## config.mk

```make
export PLATFORM = sky130hd
export DESIGN_NAME = riscv_decode_stage
export DESIGN_NICKNAME = d
export VERILOG_FILES = /design/src/rtl/riscv_package.sv /design/src/rtl/riscv_decode_logic.sv /design/src/rtl/riscv_decode_stage.sv
export SDC_FILE = /design/constraint.sdc
export NUM_CORES = 1
export LEC_CHECK = 0
export ABC_AREA = 1
export CORE_MARGIN = 2
export CORE_UTILIZATION = 35
export DETAILED_ROUTE_END_ITERATION = 16
export PLACE_DENSITY = 0.63
export SETUP_SLACK_MARGIN = 0.5
export SLEW_MARGIN = 20
export SYNTH_ARGS = -nofsm -noshare
export SYNTH_HDL_FRONTEND = slang
export SYNTH_HIERARCHICAL = 1
export SYNTH_SLANG_ARGS = --single-unit
```

## constraint.sdc

```tcl
create_clock -name clk -period 3.9 [get_ports clk]
set_input_delay 0.78 -clock clk [delete_from_list [all_inputs] [get_ports clk]]
set_output_delay 0.78 -clock clk [all_outputs]
set_load 0.02 [all_outputs]
```

## src/rtl/riscv_package.sv

```systemverilog
// rtl/riscv_package.sv - shared RV32I/RV64I decode types, funct7 constants and XLEN-aware immediate helpers
package riscv_package;

  typedef enum logic [6:0] {
    OPC_LOAD   = 7'b0000011,
    OPC_OPIMM  = 7'b0010011,
    OPC_AUIPC  = 7'b0010111,
    OPC_STORE  = 7'b0100011,
    OPC_OP     = 7'b0110011,
    OPC_LUI    = 7'b0110111,
    OPC_BRANCH = 7'b1100011,
    OPC_JALR   = 7'b1100111,
    OPC_JAL    = 7'b1101111
  } opcode_t;

  typedef enum logic [3:0] {
    ALU_ADD  = 4'b0000,
    ALU_SLL  = 4'b0001,
    ALU_SLT  = 4'b0010,
    ALU_SLTU = 4'b0011,
    ALU_XOR  = 4'b0100,
    ALU_SRL  = 4'b0101,
    ALU_OR   = 4'b0110,
    ALU_AND  = 4'b0111,
    ALU_SUB  = 4'b1000,
    ALU_SRA  = 4'b1101
  } alu_op_t;

  typedef struct packed {
    alu_op_t alu_op;
    logic    reg_write;
    logic    alu_source;
    logic    mem_read;
    logic    mem_write;
    logic    branch;
    logic    jump;
  } control_signals_t;

  localparam logic [6:0] FUNCT7_BASE      = 7'b0000000;
  localparam logic [6:0] FUNCT7_ALT       = 7'b0100000;
  localparam logic [6:0] OP_MULDIV_FUNCT7 = 7'b0000001;

  typedef struct packed {
    logic [6:0]       opcode;
    logic [4:0]       rd;
    logic [4:0]       rs1;
    logic [4:0]       rs2;
    logic [2:0]       funct3;
    logic [6:0]       funct7;
    control_signals_t control;
    logic             illegal;
    logic             muldiv;
  } decode_result_t;

  // Upper word is only meaningful for RV64; RV32 callers keep the low 32 bits.
  function automatic logic [63:0] sext_word(input logic [31:0] v, input int xlen);
    return (xlen == 64) ? {{32{v[31]}}, v} : {32'h0, v};
  endfunction

  function automatic logic [63:0] imm_i(input logic [31:0] i, input int xlen);
    return sext_word({{20{i[31]}}, i[31:20]}, xlen);
  endfunction

  function automatic logic [63:0] imm_s(input logic [31:0] i, input int xlen);
    return sext_word({{20{i[31]}}, i[31:25], i[11:7]}, xlen);
  endfunction

  function automatic logic [63:0] imm_b(input logic [31:0] i, input int xlen);
    return sext_word({{19{i[31]}}, i[31], i[7], i[30:25], i[11:8], 1'b0}, xlen);
  endfunction

  function automatic logic [63:0] imm_u(input logic [31:0] i, input int xlen);
    return sext_word({i[31:12], 12'h000}, xlen);
  endfunction

  function automatic logic [63:0] imm_j(input logic [31:0] i, input int xlen);
    return sext_word({{11{i[31]}}, i[31], i[19:12], i[20], i[30:21], 1'b0}, xlen);
  endfunction

endpackage

```

## src/rtl/riscv_decode_logic.sv

```systemverilog
// rtl/riscv_decode_logic.sv - combinational instruction decode and illegal check
// RISCV_MEXT_EN makes OP/funct7=0000001 a legal muldiv operation.
module riscv_decode_logic
  import riscv_package::*;
#(
  parameter int XLEN = 32
) (
  input  logic [31:0]     instruction,
  output decode_result_t  result,
  output logic [XLEN-1:0] immediate
);

  logic [2:0]       f3;
  logic [6:0]       f7;
  logic [63:0]      imm_full;
  logic             ill;
  logic             md;
  logic             shift_ok;
  control_signals_t ctl;
  logic             unused_imm;

  assign f3 = instruction[14:12];
  assign f7 = instruction[31:25];
  assign immediate  = imm_full[XLEN-1:0];
  assign unused_imm = ^imm_full;

  always_comb begin
    ctl        = '0;
    ctl.alu_op = ALU_ADD;
    imm_full   = '0;
    md         = 1'b0;
    ill        = (instruction[1:0] != 2'b11);
    if (XLEN == 32) shift_ok = (f7 == FUNCT7_BASE) || (f7 == FUNCT7_ALT);
    else            shift_ok = (instruction[31:26] == 6'b000000) || (instruction[31:26] == 6'b010000);

    case (instruction[6:0])
      OPC_LUI, OPC_AUIPC: begin
        imm_full = imm_u(instruction, XLEN);
        ctl.reg_write = 1'b1;  ctl.alu_source = 1'b1;
      end
      OPC_JAL: begin
        imm_full = imm_j(instruction, XLEN);
        ctl.reg_write = 1'b1;  ctl.alu_source = 1'b1;  ctl.jump = 1'b1;
      end
      OPC_JALR: begin
        imm_full = imm_i(instruction, XLEN);
        ctl.reg_write = 1'b1;  ctl.alu_source = 1'b1;  ctl.jump = 1'b1;
        if (f3 != 3'b000) ill = 1'b1;
      end
      OPC_BRANCH: begin
        imm_full = imm_b(instruction, XLEN);
        ctl.alu_op = ALU_SUB;  ctl.branch = 1'b1;
        if (f3 == 3'b010 || f3 == 3'b011) ill = 1'b1;
      end
      OPC_LOAD: begin
        imm_full = imm_i(instruction, XLEN);
        ctl.reg_write = 1'b1;  ctl.alu_source = 1'b1;  ctl.mem_read = 1'b1;
        if (f3 == 3'b111 || (XLEN == 32 && (f3 == 3'b011 || f3 == 3'b110))) ill = 1'b1;
      end
      OPC_STORE: begin
        imm_full = imm_s(instruction, XLEN);
        ctl.alu_source = 1'b1;  ctl.mem_write = 1'b1;
        if (f3[2] || (XLEN == 32 && f3 == 3'b011)) ill = 1'b1;
      end
      OPC_OPIMM: begin
        imm_full = imm_i(instruction, XLEN);
        ctl.reg_write  = 1'b1;  ctl.alu_source = 1'b1;
        ctl.alu_op     = alu_op_t'({(f3 == 3'b101) ? instruction[30] : 1'b0, f3});
        if ((f3 == 3'b001 || f3 == 3'b101) && !shift_ok) ill = 1'b1;
        if (f3 == 3'b001 && instruction[30]) ill = 1'b1;
      end
      OPC_OP: begin
        ctl.reg_write = 1'b1;
        ctl.alu_op    = alu_op_t'({f7[5], f3});
        if (f7 == OP_MULDIV_FUNCT7) begin
`ifdef RISCV_MEXT_EN
          md         = 1'b1;
          ctl.alu_op = ALU_ADD;
`else
          ill = 1'b1;
`endif
        end else if (!(f7 == FUNCT7_BASE || (f7 == FUNCT7_ALT && (f3 == 3'b000 || f3 == 3'b101)))) begin
          ill = 1'b1;
        end
      end
      default: ill = 1'b1;
    endcase

    // Illegal entries still travel down the pipe but must not trigger any side effect.
    if (ill) begin
      ctl = '0;
      md  = 1'b0;
    end
  end

  always_comb begin
    result         = '0;
    result.opcode  = instruction[6:0];
    result.rd      = instruction[11:7];
    result.rs1     = instruction[19:15];
    result.rs2     = instruction[24:20];
    result.funct3  = f3;
    result.funct7  = f7;
    result.control = ctl;
    result.illegal = ill;
    result.muldiv  = md;
  end

endmodule

```

## src/rtl/riscv_decode_stage.sv

```systemverilog
// rtl/riscv_decode_stage.sv - RV32I/RV64I decode stage with two-entry skid buffer and registered in_ready
// RISCV_MEXT_EN enables M-extension decode in riscv_decode_logic.
module riscv_decode_stage
  import riscv_package::*;
#(
  parameter int              XLEN         = 32,
  parameter logic [XLEN-1:0] RESET_PC_TAG = '0
) (
  input  logic            clk,
  input  logic            rst_n,
  input  logic            flush,
  input  logic            in_valid,
  output logic            in_ready,
  input  logic [31:0]     in_instruction,
  input  logic [XLEN-1:0] in_pc,
  output logic            out_valid,
  input  logic            out_ready,
  output logic [XLEN-1:0] out_pc,
  output logic [6:0]      out_opcode,
  output logic [4:0]      out_rd,
  output logic [4:0]      out_rs1,
  output logic [4:0]      out_rs2,
  output logic [2:0]      out_funct3,
  output logic [6:0]      out_funct7,
  output logic [XLEN-1:0] out_immediate,
  output logic [9:0]      out_control,
  output logic            out_illegal,
  output logic            out_muldiv
);

  if (XLEN != 32 && XLEN != 64) begin : g_bad_xlen
    $error("riscv_decode_stage: XLEN must be 32 or 64");
  end

  typedef enum logic [1:0] {ST_EMPTY, ST_ONE, ST_FULL} buf_state_t;

  buf_state_t      state_q, state_d;
  logic            in_ready_q, in_ready_d;
  decode_result_t  dec, head_q, head_d, skid_q, skid_d;
  logic [XLEN-1:0] dec_imm, head_imm_q, head_imm_d, skid_imm_q, skid_imm_d;
  logic [XLEN-1:0] head_pc_q, head_pc_d, skid_pc_q, skid_pc_d;
  logic            accept, pop;

  riscv_decode_logic #(.XLEN(XLEN)) u_decode (
    .instruction (in_instruction),
    .result      (dec),
    .immediate   (dec_imm)
  );

  assign accept = in_valid && in_ready_q;
  assign pop    = out_valid && out_ready;

  always_comb begin
    state_d    = state_q;
    in_ready_d = in_ready_q;
    head_d     = head_q;
    head_imm_d = head_imm_q;
    head_pc_d  = head_pc_q;
    skid_d     = skid_q;
    skid_imm_d = skid_imm_q;
    skid_pc_d  = skid_pc_q;
    if (flush) begin
      state_d    = ST_EMPTY;
      in_ready_d = 1'b1;
    end else begin
      case (state_q)
        ST_EMPTY: if (accept) begin
          head_d = dec;  head_imm_d = dec_imm;  head_pc_d = in_pc;
          state_d = ST_ONE;
        end
        ST_ONE: begin
          if (accept && !pop) begin
            skid_d = dec;  skid_imm_d = dec_imm;  skid_pc_d = in_pc;
            state_d    = ST_FULL;
            in_ready_d = 1'b0;
          end else if (accept && pop) begin
            head_d = dec;  head_imm_d = dec_imm;  head_pc_d = in_pc;
          end else if (pop) begin
            state_d = ST_EMPTY;
          end
        end
        ST_FULL: if (pop) begin
          head_d = skid_q;  head_imm_d = skid_imm_q;  head_pc_d = skid_pc_q;
          state_d    = ST_ONE;
          in_ready_d = 1'b1;
        end
        default: state_d = ST_EMPTY;
      endcase
    end
  end

  always_ff @(posedge clk or negedge rst_n) begin
    if (!rst_n) begin
      state_q    <= ST_EMPTY;
      in_ready_q <= 1'b1;
      head_q     <= '0;
      head_imm_q <= '0;
      head_pc_q  <= '0;
      skid_q     <= '0;
      skid_imm_q <= '0;
      skid_pc_q  <= '0;
    end else begin
      state_q    <= state_d;
      in_ready_q <= in_ready_d;
      head_q     <= head_d;
      head_imm_q <= head_imm_d;
      head_pc_q  <= head_pc_d;
      skid_q     <= skid_d;
      skid_imm_q <= skid_imm_d;
      skid_pc_q  <= skid_pc_d;
    end
  end

  assign in_ready      = in_ready_q;
  assign out_valid     = (state_q != ST_EMPTY);
  assign out_pc        = out_valid ? head_pc_q : RESET_PC_TAG;
  assign out_opcode    = head_q.opcode;
  assign out_rd        = head_q.rd;
  assign out_rs1       = head_q.rs1;
  assign out_rs2       = head_q.rs2;
  assign out_funct3    = head_q.funct3;
  assign out_funct7    = head_q.funct7;
  assign out_immediate = head_imm_q;
  assign out_control   = head_q.control;
  assign out_illegal   = head_q.illegal;
  assign out_muldiv    = head_q.muldiv;

endmodule

```

== Yosys cells after proc, flatten, opt, wreduce, memory -nomap -nowiden ==
Index checks and enable logic that the tools add are counted.

* Equality and inequality tests: 29
* Muxes and demuxes: 46
* Bitwise logic cells: 1
* Reductions and logical operators: 34

{| class="wikitable"
|+ Operators by type and width
! operator !! count
|-
| $mux W32 || 9
|-
| $pmux W32 S3 || 2
|-
| $mux W44 || 4
|-
| $pmux W32 S5 || 1
|-
| $pmux W44 S3 || 1
|-
| $eq A7 B6 Y1 const B || 4
|-
| $eq A7 B7 Y1 const B || 3
|-
| $mux W1 || 18
|-
| $eq A7 B5 Y1 const B || 2
|-
| $reduce_or A7 Y1 || 2
|-
| $mux W2 || 6
|-
| $pmux W4 S3 || 1
|-
| $mux W10 || 1
|-
| $ne A2 B2 Y1 const B || 5
|-
| $eq A3 B3 Y1 const B || 3
|-
| $ne A3 B3 Y1 const B || 3
|-
| $reduce_bool A3 Y1 || 3
|-
| $logic_or A1 B1 Y1 || 8
|-
| $ne A4 B4 Y1 const B || 2
|-
| $eq A7 B1 Y1 const B || 1
|-
| $eq A7 B2 Y1 const B || 1
|-
| $logic_and A1 B1 Y1 || 7
|-
| $logic_not A7 Y1 || 1
|-
| $pmux W1 S7 || 1
|-
| 16 further kinds || 21
|}

* Flip-flop bits (word level): 218
* Output and inout bits: 110

== Logic depth before layout (Yosys ltp) ==
Gate-level depths: netlist of run 1.

* Word-level depth: 11
* Gate-level depth with buffers: 16
* Gate-level depth less buffers: 14

== By module ==
The synthesis of run 1 kept the hierarchy.

{| class="wikitable"
|+ By module, submodules not included
! module !! instances !! cells each !! area each (um^2)
|-
| riscv_decode_stage || 1 || 1463 || 10859.2
|-
| riscv_decode_logic || 1 || 201 || 1027.2
|}

== Worst setup path before layout of run 1 ==
OpenSTA, ideal clock, no wires.

* Path kind: in2reg
* Start point: in in_instruction[1]
* End point: reg head_q (netlist bit out_illegal)
* Setup time: 121 ps
* Data arrival time: 1913 ps
* Required time: 3779 ps
* Path slack: 1866 ps
* Stages: 14
* Cell sequence: nand2_1 nor2_2 buf_6 nand2_2 nand3_2 nor2_1 nor2_1 nand2_1 buf_6 buf_4 nand2_1 nand2_1 nand3_1 nand2_1

* Cells in the longest elaborated chain, start to end: 7
* Elaborated cells between the ends (all ways): 24

{| class="wikitable"
|+ RTL lines
! item !! line !! source
|-
| start: declaration || riscv_decode_stage.sv:14 || <nowiki>input logic [31:0] in_instruction,</nowiki>
|-
| $ne A2 B2 Y1 || riscv_decode_logic.sv:32 || <nowiki>ill = (instruction[1:0] != 2'b11);</nowiki>
|-
| $mux W1, on equally long branches || riscv_decode_logic.sv:82, riscv_decode_logic.sv:69 ||
|-
| $mux W1, on equally long branches || riscv_decode_logic.sv:75, riscv_decode_logic.sv:70 ||
|-
| $pmux W1 S7 (*) || riscv_decode_logic.sv:36 || <nowiki>case (instruction[6:0])</nowiki>
|-
| named net u_decode.ill || riscv_decode_logic.sv:16 || <nowiki>logic ill;</nowiki>
|-
| $mux W44 || riscv_decode_stage.sv:76 || <nowiki>end else if (accept && pop) begin</nowiki>
|-
| $mux W44 || riscv_decode_stage.sv:72 || <nowiki>if (accept && !pop) begin</nowiki>
|-
| $pmux W44 S3 (*) || riscv_decode_stage.sv:66 || <nowiki>case (state_q)</nowiki>
|-
| end signal: assignment || riscv_decode_stage.sv:96 || <nowiki>head_q <= '0;</nowiki>
|-
| end signal: assignment || riscv_decode_stage.sv:105 || <nowiki>head_q <= head_d;</nowiki>
|-
| end: declaration || riscv_decode_stage.sv:39 || <nowiki>decode_result_t dec, head_q, head_d, skid_q, skid_d;</nowiki>
|}

The timed path passes the listed nets; every way through them passes the cells marked *. The select of a mux whose other input is x is not followed.
A chain may end at the register's enable or synchronous reset.

== Final worst setup path of run 1 ==
* Start point: reg state_q[1]
* End point: out out_pc[1]

* Cells in the longest elaborated chain, start to end: 2

{| class="wikitable"
|+ RTL lines
! item !! line !! source
|-
| start: declaration || riscv_decode_stage.sv:37 || <nowiki>buf_state_t state_q, state_d;</nowiki>
|-
| start signal: assignment || riscv_decode_stage.sv:103 || <nowiki>state_q <= state_d;</nowiki>
|-
| $reduce_bool A2 Y1 || riscv_decode_stage.sv:115 || <nowiki>assign out_valid = (state_q != ST_EMPTY);</nowiki>
|-
| $mux W32 || riscv_decode_stage.sv:116 || <nowiki>assign out_pc = out_valid ? head_pc_q : RESET_PC_TAG;</nowiki>
|-
| end: declaration || riscv_decode_stage.sv:18 || <nowiki>output logic [XLEN-1:0] out_pc,</nowiki>
|}

No other way between the ends.

==> results of run 1 <==
[cell type report]
| type | count | area share, % |
|---|---|---|
| clock buffers | 41 | 5.35 |
| well taps | 448 | 3.85 |
| multi-input cells | 1166 | 35.2 |
| inverters | 149 | 3.88 |
| repair buffers | 195 | 13.8 |
| flip-flops and latches | 219 | 37.7 |
| clock inverters | 6 | 0.232 |
[power by group]
part | total, W | internal, W | switching [W]
clock network | 0.00235 | 0.00136 | 0.000986
registers | 0.00328 | 0.00296 | 0.000318
logic | 0.00289 | 0.00116 | 0.00173
[per-stage QoR]
stage	worst slack (ns)	power (W)	utilization, %	cell area [sq um]	cells
finish	0.808	0.00852	43.5	14500	2224
global route	0.667	0.00910	43.5	14500	2224
CTS	0.772	0.00864	43.5	14500	2224
detailed placement	0.562	0.00624	41.1	13700	2177
global placement	0.591	0.00618	41.1	13700	2177
floorplan	1.87	0.00506	-	11900	1664
[worst reg2reg max path, delay by kind of cell (launching register included)]
family | cells | cell delay, ns
buffers and inverters | 2 | 1.10
flip-flops | 1 | 0.51
AND/OR/NAND/NOR | 5 | 0.73
[state kept, by name (all words and copies together), names as in the netlist]
name and count:
out_opcode 7, skid_q 44, out_rs2 5, skid_imm_q 32
out_control 10, out_rs1 5, out_muldiv 1, head_pc_q 32
out_funct7 7, out_immediate 32, in_ready 1, skid_pc_q 32
out_illegal 1, state_q 2, out_rd 5, out_funct3 3
[metal layers]
| layer | track usage (%) | vias to the layer above | wire [microns] |
|---|---|---|---|
| li1 | - | 5227 | - |
| met1 | 28.0 | 4910 | 16200 |
| met2 | 31.8 | 341 | 15800 |
| met3 | 3.63 | 43 | 2370 |
| met4 | 4.03 | 2 | 628 |
| met5 | 0 | - | 11 |
[synth_stat cells (all sizes together)]
cell type / number / area (sq um)
inv: 148 / 556
clkinv: 1 / 3.75
nand4: 3 / 18.8
a21oi: 2 / 21.3
o21bai: 109 / 818
dfstp: 1 / 26.3
buf: 111 / 679
conb: 1 / 3.75
o211ai: 4 / 30.0
nor3: 1 / 5.00
clkbuf: 19 / 71.3
dfrtp: 218 / 5460
nand2: 826 / 3120
nand3: 137 / 701
o21ai: 13 / 65.1
a31oi: 1 / 6.26
nor3b: 1 / 7.51
nor2: 68 / 298
[cell families after synthesis]
group	synth area share, %
other	0.0315
buffers and inverters	11.0
AOI/OAI and AO/OA	7.92
DFF	46.1
and+or+nand+nor	34.9
[worst paths after layout]
| path | start | endpoint | slack (ns) | cells past startpoint |
|---|---|---|---|---|
| worst max-delay path | state_q[1] | out_pc[1] | 0.81 | 4 |
| worst min-delay path | rst_n | head_pc_q[4] | 0.23 | 1 |
| worst max register to register | state_q[1] | out_immediate[25] | 1.50 | 7 |
| worst min register to register | skid_q[33] | skid_q[33] | 0.47 | 2 |
| max in group asynchronous | rst_n | out_funct7[4] | 2.86 | 2 |
| min in group clk | skid_q[33] | skid_q[33] | 0.47 | 2 |
==> run_results.csv, run 1 <==
group,metric,value,unit
logic_synthesis,yosys.cell_types.count,27,
global_routing,maximum_number_of_pins_on_one_net_before_global_route_repair,110,
timing,worstMarginPinSlew,0.882,ns
global_routing,antenna_found_initial,1,
setup_path,critPathCaptureType,"output port",
logic_synthesis,synth.yosys.seq_area_share,46.1,%
global_routing,gr-total-overflow,0,
timing,timing.max_slew.rel_slack,41.2,%
detailed_routing,drt-total-wl,35.0,mm
power_and_ir_drop,leakagePower,7.79,nW
finish,final.fill_count,3382,
floorplan,dieHeight,188,microns
finish,insertedDiodeCount,0,
setup_path,cp-start-kind,"flop",
global_routing,wire_length_of_the_first_global_routing_pass,57.0,mm
clock_tree,cts_sinks,219,
timing,maxClockFrequency,323,MHz
floorplan,die_w,188,microns
detailed_routing,initialDrtViolationCount,822,
logic_synthesis,yosysWarnings,6,
floorplan,floorplan.rows,67,
worst_hold_path,min-delay-path-class,"in2async",
logic_synthesis,net_count_of_the_mapped_netlist,1733,
timing,timing.hold.ws,0.226,ns
timing,finalCritPeriodShare,79.3,%
clock_tree,worst_skew_pair_latency,0.54,ns
detailed_routing,post_drt_wl_per_cell,15.7,microns
place,gp_congestion,0.882,
logic_synthesis,synth-seq-cells,219,
finish,layout.cells.most_common_list,"817 x sky130_fd_sc_hd__nand2_1, 218 x sky130_fd_sc_hd__dfrtp_1, 177 x sky130_fd_sc_hd__clkdlybuf4s50_1",
power_and_ir_drop,ir_drop_worst_case_vdd,0.000314,V
place,buffer_ports.inserted,178,
clock_tree,postCtsHoldBufs,0,
finish,multi_input_area,5120,sq um
global_routing,grt_pass1_vias,10100,
clock_tree,cts_repair_resize_count,0,
setup_path,critical-path-max-stage-delay,0.55,ns
timing,finalHoldViolCount,0,
detailed_routing,ant_nets,0,
clock_tree,numCtsBuffers,27,
job,timing.max_cap.violations,0,
power_and_ir_drop,power_density,586,nW/um^2
finish,final-seq-area,5480,sq um
floorplan,die_outline_area,35500,sq um
clock_tree,clock_path_buffers,3,
timing,final-max-slew-violation-count,0,
place,detailedPlacementHpwl,22.0,mm
logic_synthesis,synthesis.area,11900,sq um
detailed_routing,drt_first_pass_iters,5,
setup_path,crit_path_top_delay_cell,"sky130_fd_sc_hd__clkdlybuf4s50_1",
clock_tree,cts_post_setup_buffers_inserted,0,
finish,drive_above_1_share,4.90,%
status,status,"finished, final reports clean",
clock_tree,cts_max_level,1,
setup_path,timing.critical_path.max_delay_family,"buffers and inverters",
setup_path,worstPathArrival,2.31,ns
detailed_routing,post-route-drc-count,0,
setup_path,cp_data_required_time,3.12,ns
setup_path,path_cells,"nor2_2 > buf_4 > nor2_1 > clkdlybuf4s50_1",
setup_path,bufs_and_invs_on_worst_path,2,
timing,rsz0062_at_grt,"no",
finish,final_common_cell,"sky130_fd_sc_hd__nand2_1",
finish,finalNetCount,1827,
timing,clock_skew,0.0134,ns
floorplan,boundary_pin_count,179,
clock_tree,cts.root.buffer_cell,"sky130_fd_sc_hd__clkbuf_16",
timing,tns,0,ns
floorplan,floorplan.core_area,33400,sq um
floorplan,effective_utilization_at_floorplan,35.5,%
finish,flow.area_growth_from_synthesis,22.4,%
clock_tree,cts_tree,"built",
clock_tree,clock_transition_at_path_regs,0.06,ns
timing,timing.final.setup_violations,0,
timing,finalCriticalPeriod,3.09,ns
logic_synthesis,syn-mean-instance-area,7.14,sq um
setup_path,classification_of_the_worst_setup_path,"reg2out",
logic_synthesis,syn_inst,1664,
global_routing,groute.usage.overall,19.8,%
detailed_routing,post_drt_via_cell_ratio,4.73,
setup_path,critical_path_peak_fanout,30,
detailed_routing,total_via_count_in_the_routed_design,10500,
Note: power is estimated with default switching activity, not from simulation.
==> inputs of run 2 (changes only) <==
clock period = 3.1 ns   (was 3.9 ns; I/O delays follow)
==> run_results.csv, run 2 (synthesis gave the netlist of run 1 again) <==
group,metric,value,unit
finish,flow.area_growth_from_synthesis,24.3,%
floorplan,die_outline_area,35500,sq um
timing,tns,0,ns
place,detailedPlacementHpwl,22.5,mm
floorplan,effective_utilization_at_floorplan,35.5,%
clock_tree,cts_post_setup_buffers_inserted,0,
finish,layout.cells.most_common_list,"816 x sky130_fd_sc_hd__nand2_1, 217 x sky130_fd_sc_hd__dfrtp_1, 148 x sky130_fd_sc_hd__clkdlybuf4s50_1",
global_routing,maximum_number_of_pins_on_one_net_before_global_route_repair,109,
setup_path,crit-reg2reg-launch,"state_q[1]",
power_and_ir_drop,power_switching_share,35.0,%
detailed_routing,ant_nets,0,
global_routing,groute.usage.overall,19.7,%
floorplan,floorplan.core_area,33400,sq um
timing,finalCriticalPeriod,2.50,ns
finish,postLayoutCellArea,14800,sq um
power_and_ir_drop,sequentialPowerShare,37.9,%
floorplan,floorplan.rows,67,
finish,final_common_cell,"sky130_fd_sc_hd__nand2_1",
finish,largest_register_ff_count,44,
finish,postLayoutCoreUtil,44.2,%
setup_path,bufs_and_invs_on_worst_path,1,
setup_path,cp-start-kind,"flop",
setup_path,critPathCaptureType,"output port",
place,gp_congestion,0.915,
detailed_routing,initialDrtViolationCount,788,
clock_tree,numCtsBuffers,26,
clock_tree,clock_path_buffers,3,
setup_path,critical_path_peak_fanout,6,
setup_path,classification_of_the_worst_setup_path,"reg2out",
setup_path,critical-path-max-stage-delay,0.63,ns
clock_tree,cts.root.buffer_cell,"sky130_fd_sc_hd__clkbuf_16",
setup_path,worstRegToRegCells,7,
clock_tree,cts_sinks,219,
clock_tree,cts_max_level,1,
timing,worstMarginPinSlew,0.870,ns
timing,maxClockFrequency,401,MHz
floorplan,die_w,188,microns
finish,final.fill_count,3410,
timing,timing.max_slew.rel_slack,42.0,%
setup_path,crit_path_top_delay_cell,"sky130_fd_sc_hd__clkdlybuf4s50_1",
power_and_ir_drop,power.net_switching,0.00383,W
setup_path,path_cells,"nor2_4 > nor2_1 > clkdlybuf4s50_1",
power_and_ir_drop,combinationalPowerShare,33.0,%
job,timing.max_cap.violations,0,
detailed_routing,total_via_count_in_the_routed_design,10600,
setup_path,r2r_setup_slack,1.24,ns
finish,insertedDiodeCount,0,
power_and_ir_drop,power_density,739,nW/um^2
timing,final-max-slew-violation-count,0,
setup_path,cp_data_required_time,2.48,ns
detailed_routing,drt_first_pass_iters,5,
clock_tree,clock_transition_at_path_regs,0.06,ns
detailed_routing,post_drt_wl_per_cell,15.5,microns
timing,finalCritPeriodShare,80.5,%
clock_tree,cts_tree,"built",
clock_tree,worst_skew_pair_latency,0.53,ns
power_and_ir_drop,p_clk_share,29.0,%
timing,timing.final.setup_violations,0,
setup_path,timing.critical_path.max_delay_family,"buffers and inverters",
detailed_routing,drt-total-wl,34.8,mm
timing,clock_skew,0.00674,ns
detailed_routing,post-route-drc-count,0,
timing,rsz0062_at_grt,"no",
finish,drive_above_1_share,6.14,%
power_and_ir_drop,internal-power,0.00709,W
status,violations,"hold timing",
place,place_ws,0.239,ns
finish,finalNetCount,1842,
detailed_routing,post_drt_via_cell_ratio,4.72,
floorplan,dieHeight,188,microns
timing,timing.hold.ws,-0.00321,ns
place,buffer_ports.inserted,178,
setup_path,worst_r2r_endpoint,"out_rs2[3]",
global_routing,gr-total-overflow,0,
timing,finalHoldViolCount,1,
place,detailed_place.area,13900,sq um
status,status,"complete, but fails checks",
worst_hold_path,min-delay-path-class,"in2async",
global_routing,wire_length_of_the_first_global_routing_pass,56.7,mm
global_routing,antenna_found_initial,0,
floorplan,boundary_pin_count,179,
setup_path,worstPathArrival,1.88,ns
power_and_ir_drop,leakagePower,8.04,nW
power_and_ir_drop,ir_drop_worst_case_vdd,0.000478,V
timing,setup_ws,0.603,ns
global_routing,grt_pass1_vias,9987,
finish,registers.top_by_ff_count,"skid_q",
[run 2: changes by cell type in the layout (fill, tap and decap cells not counted), moves of 2 or more]
cell | before | now
sky130_fd_sc_hd__clkbuf_1 | 9 | 3
sky130_fd_sc_hd__buf_4 | 10 | 21
sky130_fd_sc_hd__clkinvlp_4 | 0 | 2
sky130_fd_sc_hd__bufinv_16 | 0 | 3
sky130_fd_sc_hd__dlygate4sd2_1 | 0 | 29
sky130_fd_sc_hd__buf_12 | 7 | 12
sky130_fd_sc_hd__clkdlybuf4s50_1 | 177 | 148
[run 2: per-layer routing]
layer	GRT usage (%)	vias up	part of all wire, %
met5	0	-	0
met4	4.30	0	2.0
met3	2.66	47	5.6
met2	31.5	330	46
met1	28.5	4936	47
li1	-	5250	-
[run 2: through the flow]
step / std cells / total power (W)
6_report: 2239 / 0.0109
5_1_grt: 2239 / 0.0116
4_1_cts: 2239 / 0.0111
3_5_place_dp: 2193 / 0.00789
3_3_place_gp: 2193 / 0.00782
2_1_floorplan: 1664 / 0.00637
[run 2: how the worst max path moves through the flow]
stage / from / endpoint / depth (start not counted)
finish: state_q[1] / out_pc[1] / 3
global route: state_q[1] / out_pc[1] / 3
CTS: state_q[1] / out_pc[1] / 3
detailed placement: in_instruction[5] / out_immediate[31] / 12
global placement: in_instruction[5] / out_immediate[31] / 12
floorplan: in_instruction[1] / out_illegal / 14
[run 2: repair_timing]
item,in CTS,in global routing
resized for setup,34,1
hold buffers,0,0
endpoints found under the setup margin,30,2
[run 2: worst register-to-register path, stage by stage (launching register included)]
cell	delay (ns)
sky130_fd_sc_hd__dfrtp_2	0.48
sky130_fd_sc_hd__nor2_4	0.18
sky130_fd_sc_hd__buf_12	0.20
sky130_fd_sc_hd__nand2_1	0.11
sky130_fd_sc_hd__nand2_4	0.11
sky130_fd_sc_hd__buf_12	0.40
sky130_fd_sc_hd__o21bai_1	0.24
sky130_fd_sc_hd__nand2_1	0.08
[run 2: cell type report]
class	count	area [sq um]	area share, %
flip-flops and latches	219	5480	37.1
multi-input cells	1166	5130	34.7
repair buffers	211	2150	14.5
clock buffers	34	742	5.02
inverters	149	564	3.82
well taps	448	561	3.79
clock inverters	12	144	0.974
[run 2: power by group through the flow]
stage / clock (W) / combinational (W) / sequential, W
2_1_floorplan: 0 / 0.00196 / 0.00441
3_3_place_gp: 0 / 0.00366 / 0.00416
3_5_place_dp: 0 / 0.00370 / 0.00419
4_1_cts: 0.00325 / 0.00366 / 0.00415
5_1_grt: 0.00337 / 0.00403 / 0.00424
6_report: 0.00317 / 0.00361 / 0.00414
==> inputs of run 3 (changes only) <==
PLACE_DENSITY = 0.65   (was 0.63)
clock period = 2.1 ns   (was 3.1 ns; I/O delays follow)
==> run_results.csv, run 3 (synthesis gave the netlist of run 1 again) <==
group,metric,value,unit
worst_hold_path,worst_hold_path.num_cells,3,
finish,flow.area_growth_from_synthesis,46.5,%
setup_path,classification_of_the_worst_setup_path,"reg2out",
timing,clock_skew,0.0127,ns
finish,finalNetCount,1996,
floorplan,floorplan.core_area,33400,sq um
timing,rsz0062_at_grt,"yes",
setup_path,critPathCaptureType,"output port",
detailed_routing,drt_first_pass_iters,6,
timing,worstMarginPinSlew,0.546,ns
finish,drive_above_1_share,23.7,%
floorplan,dieHeight,188,microns
detailed_routing,drt-total-wl,47.5,mm
finish,final_common_cell,"sky130_fd_sc_hd__nand2_1",
finish,largest_register_ff_count,44,
setup_path,cp-start-kind,"flop",
clock_tree,clock_path_buffers,3,
detailed_routing,ant_nets,0,
timing,setup_ws,0.107,ns
timing,finalHoldViolCount,0,
timing,tns,0,ns
global_routing,gr-total-overflow,0,
finish,layout.cells.most_common_list,"800 x sky130_fd_sc_hd__nand2_1, 218 x sky130_fd_sc_hd__dfrtp_1, 136 x sky130_fd_sc_hd__inv_1",
place,detailedPlacementHpwl,23.8,mm
place,gp_congestion,0.869,
timing,final-max-slew-violation-count,0,
place,buffer_ports.inserted,178,
timing,finalCritPeriodShare,94.9,%
timing,timing.max_slew.rel_slack,63.6,%
status,status,"finished, final reports clean",
worst_hold_path,min-delay-path-class,"in2reg",
detailed_routing,met3WireLength,4.26,mm
floorplan,die_outline_area,35500,sq um
timing,timing.final.setup_violations,0,
power_and_ir_drop,leakagePower,9.52,nW
clock_tree,worst_skew_pair_latency,0.54,ns
setup_path,worstRegToRegCells,10,
clock_tree,numCtsBuffers,26,
floorplan,boundary_pin_count,179,
timing,finalCriticalPeriod,1.99,ns
setup_path,worstPathArrival,1.57,ns
global_routing,antenna_found_initial,2,
setup_path,critical_path_peak_fanout,7,
global_routing,wire_length_of_the_first_global_routing_pass,61.9,mm
power_and_ir_drop,ir_drop_worst_case_vdd,0.000543,V
power_and_ir_drop,power,0.0184,W
floorplan,die_w,188,microns
detailed_routing,total_via_count_in_the_routed_design,12200,
floorplan,effective_utilization_at_floorplan,35.5,%
job,timing.max_cap.violations,0,
clock_tree,clock_transition_at_path_regs,0.06,ns
detailed_routing,post_drt_via_cell_ratio,5.09,
detailed_routing,top_layer_used,"met4",
setup_path,cp_data_required_time,1.68,ns
global_routing,maximum_number_of_pins_on_one_net_before_global_route_repair,60,
clock_tree,cts.root.buffer_cell,"sky130_fd_sc_hd__clkbuf_16",
clock_tree,cts_tree,"built",
place,place_ws,-0.512,ns
timing,maxClockFrequency,502,MHz
global_routing,grt_pass1_vias,10900,
timing,timing.hold.ws,0.188,ns
detailed_routing,route.met2.wl,22.2,mm
power_and_ir_drop,power_density,1050,nW/um^2
floorplan,floorplan.rows,67,
detailed_routing,initialDrtViolationCount,1216,
clock_tree,cts_max_level,1,
detailed_routing,route.layer.met1.wl,19.4,mm
clock_tree,cts_sinks,219,
global_routing,groute.usage.overall,22.0,%
finish,registers.top_by_ff_count,"skid_q",
detailed_routing,post-route-drc-count,0,
detailed_routing,post_drt_wl_per_cell,19.8,microns
run 3: layer usage:
layer / track usage [%] / vias up
met5: 0 / -
met4: 6.12 / 0
met3: 3.50 / 109
met2: 36.4 / 655
met1: 30.0 / 5814
li1: - / 5603
run 3: critical path, stage by stage, from the launching register on:
cell,delay (ns)
sky130_fd_sc_hd__dfrtp_1,0.41
sky130_fd_sc_hd__nor2_4,0.15
sky130_fd_sc_hd__buf_6,0.15
sky130_fd_sc_hd__clkbuf_16,0.16
sky130_fd_sc_hd__nor2_2,0.04
sky130_fd_sc_hd__buf_6,0.12
run 3: metrics by stage:
stage          std cells  utilization (%)  cell area [sq um]
2_1_floorplan       1664                -              12000
3_3_place_gp        2256             43.7              14600
3_5_place_dp        2256             43.7              14600
4_1_cts             2326             47.3              15800
5_1_grt             2394             52.1              17400
6_report            2395             52.1              17400
run 3: what timing repair did:
| item | CTS | global route |
|---|---|---|
| resized for setup | 548 | 170 |
| setup endpoints to repair | 283 | 269 |
| gates cloned | 12 | 53 |
| buffers inserted | 11 | 14 |
| hold buffers | 1 | 0 |
| endpoints found under the hold margin | 48 | 0 |
| pin swaps | 19 | 45 |
run 3: worst paths after layout:
kind                                         from               end  slack [ns]
worst max-delay path                   state_q[0]        out_pc[13]        0.11
worst min-delay path            in_instruction[0]        skid_q[37]        0.19
worst max register to register         state_q[0]  out_immediate[5]        0.35
worst min register to register       skid_pc_q[1]      skid_pc_q[1]        0.47
max in group asynchronous                   rst_n        out_rs2[1]        0.96
min in group asynchronous                   rst_n     skid_pc_q[10]        0.45
run 3: layout make-up:
cell class | instances | area [sq um]
fill | 3072 | 16000
tap | 448 | 561
clock buffer | 38 | 777
inverter | 149 | 599
clock inverter | 8 | 92.6
timing repair inverter | 1 | 8.76
sequential | 219 | 5480
antenna | 2 | 5.00
multi-input combinational | 1169 | 5610
timing repair buffer | 361 | 4280
run 3: power by group:
part / switching [W] / leakage (nW) / total, W / internal, W
sequential: 0.000622 / 2.84 / 0.00613 / 0.00551
combinational: 0.00430 / 6.25 / 0.00761 / 0.00330
clock: 0.00184 / 0.430 / 0.00463 / 0.00279
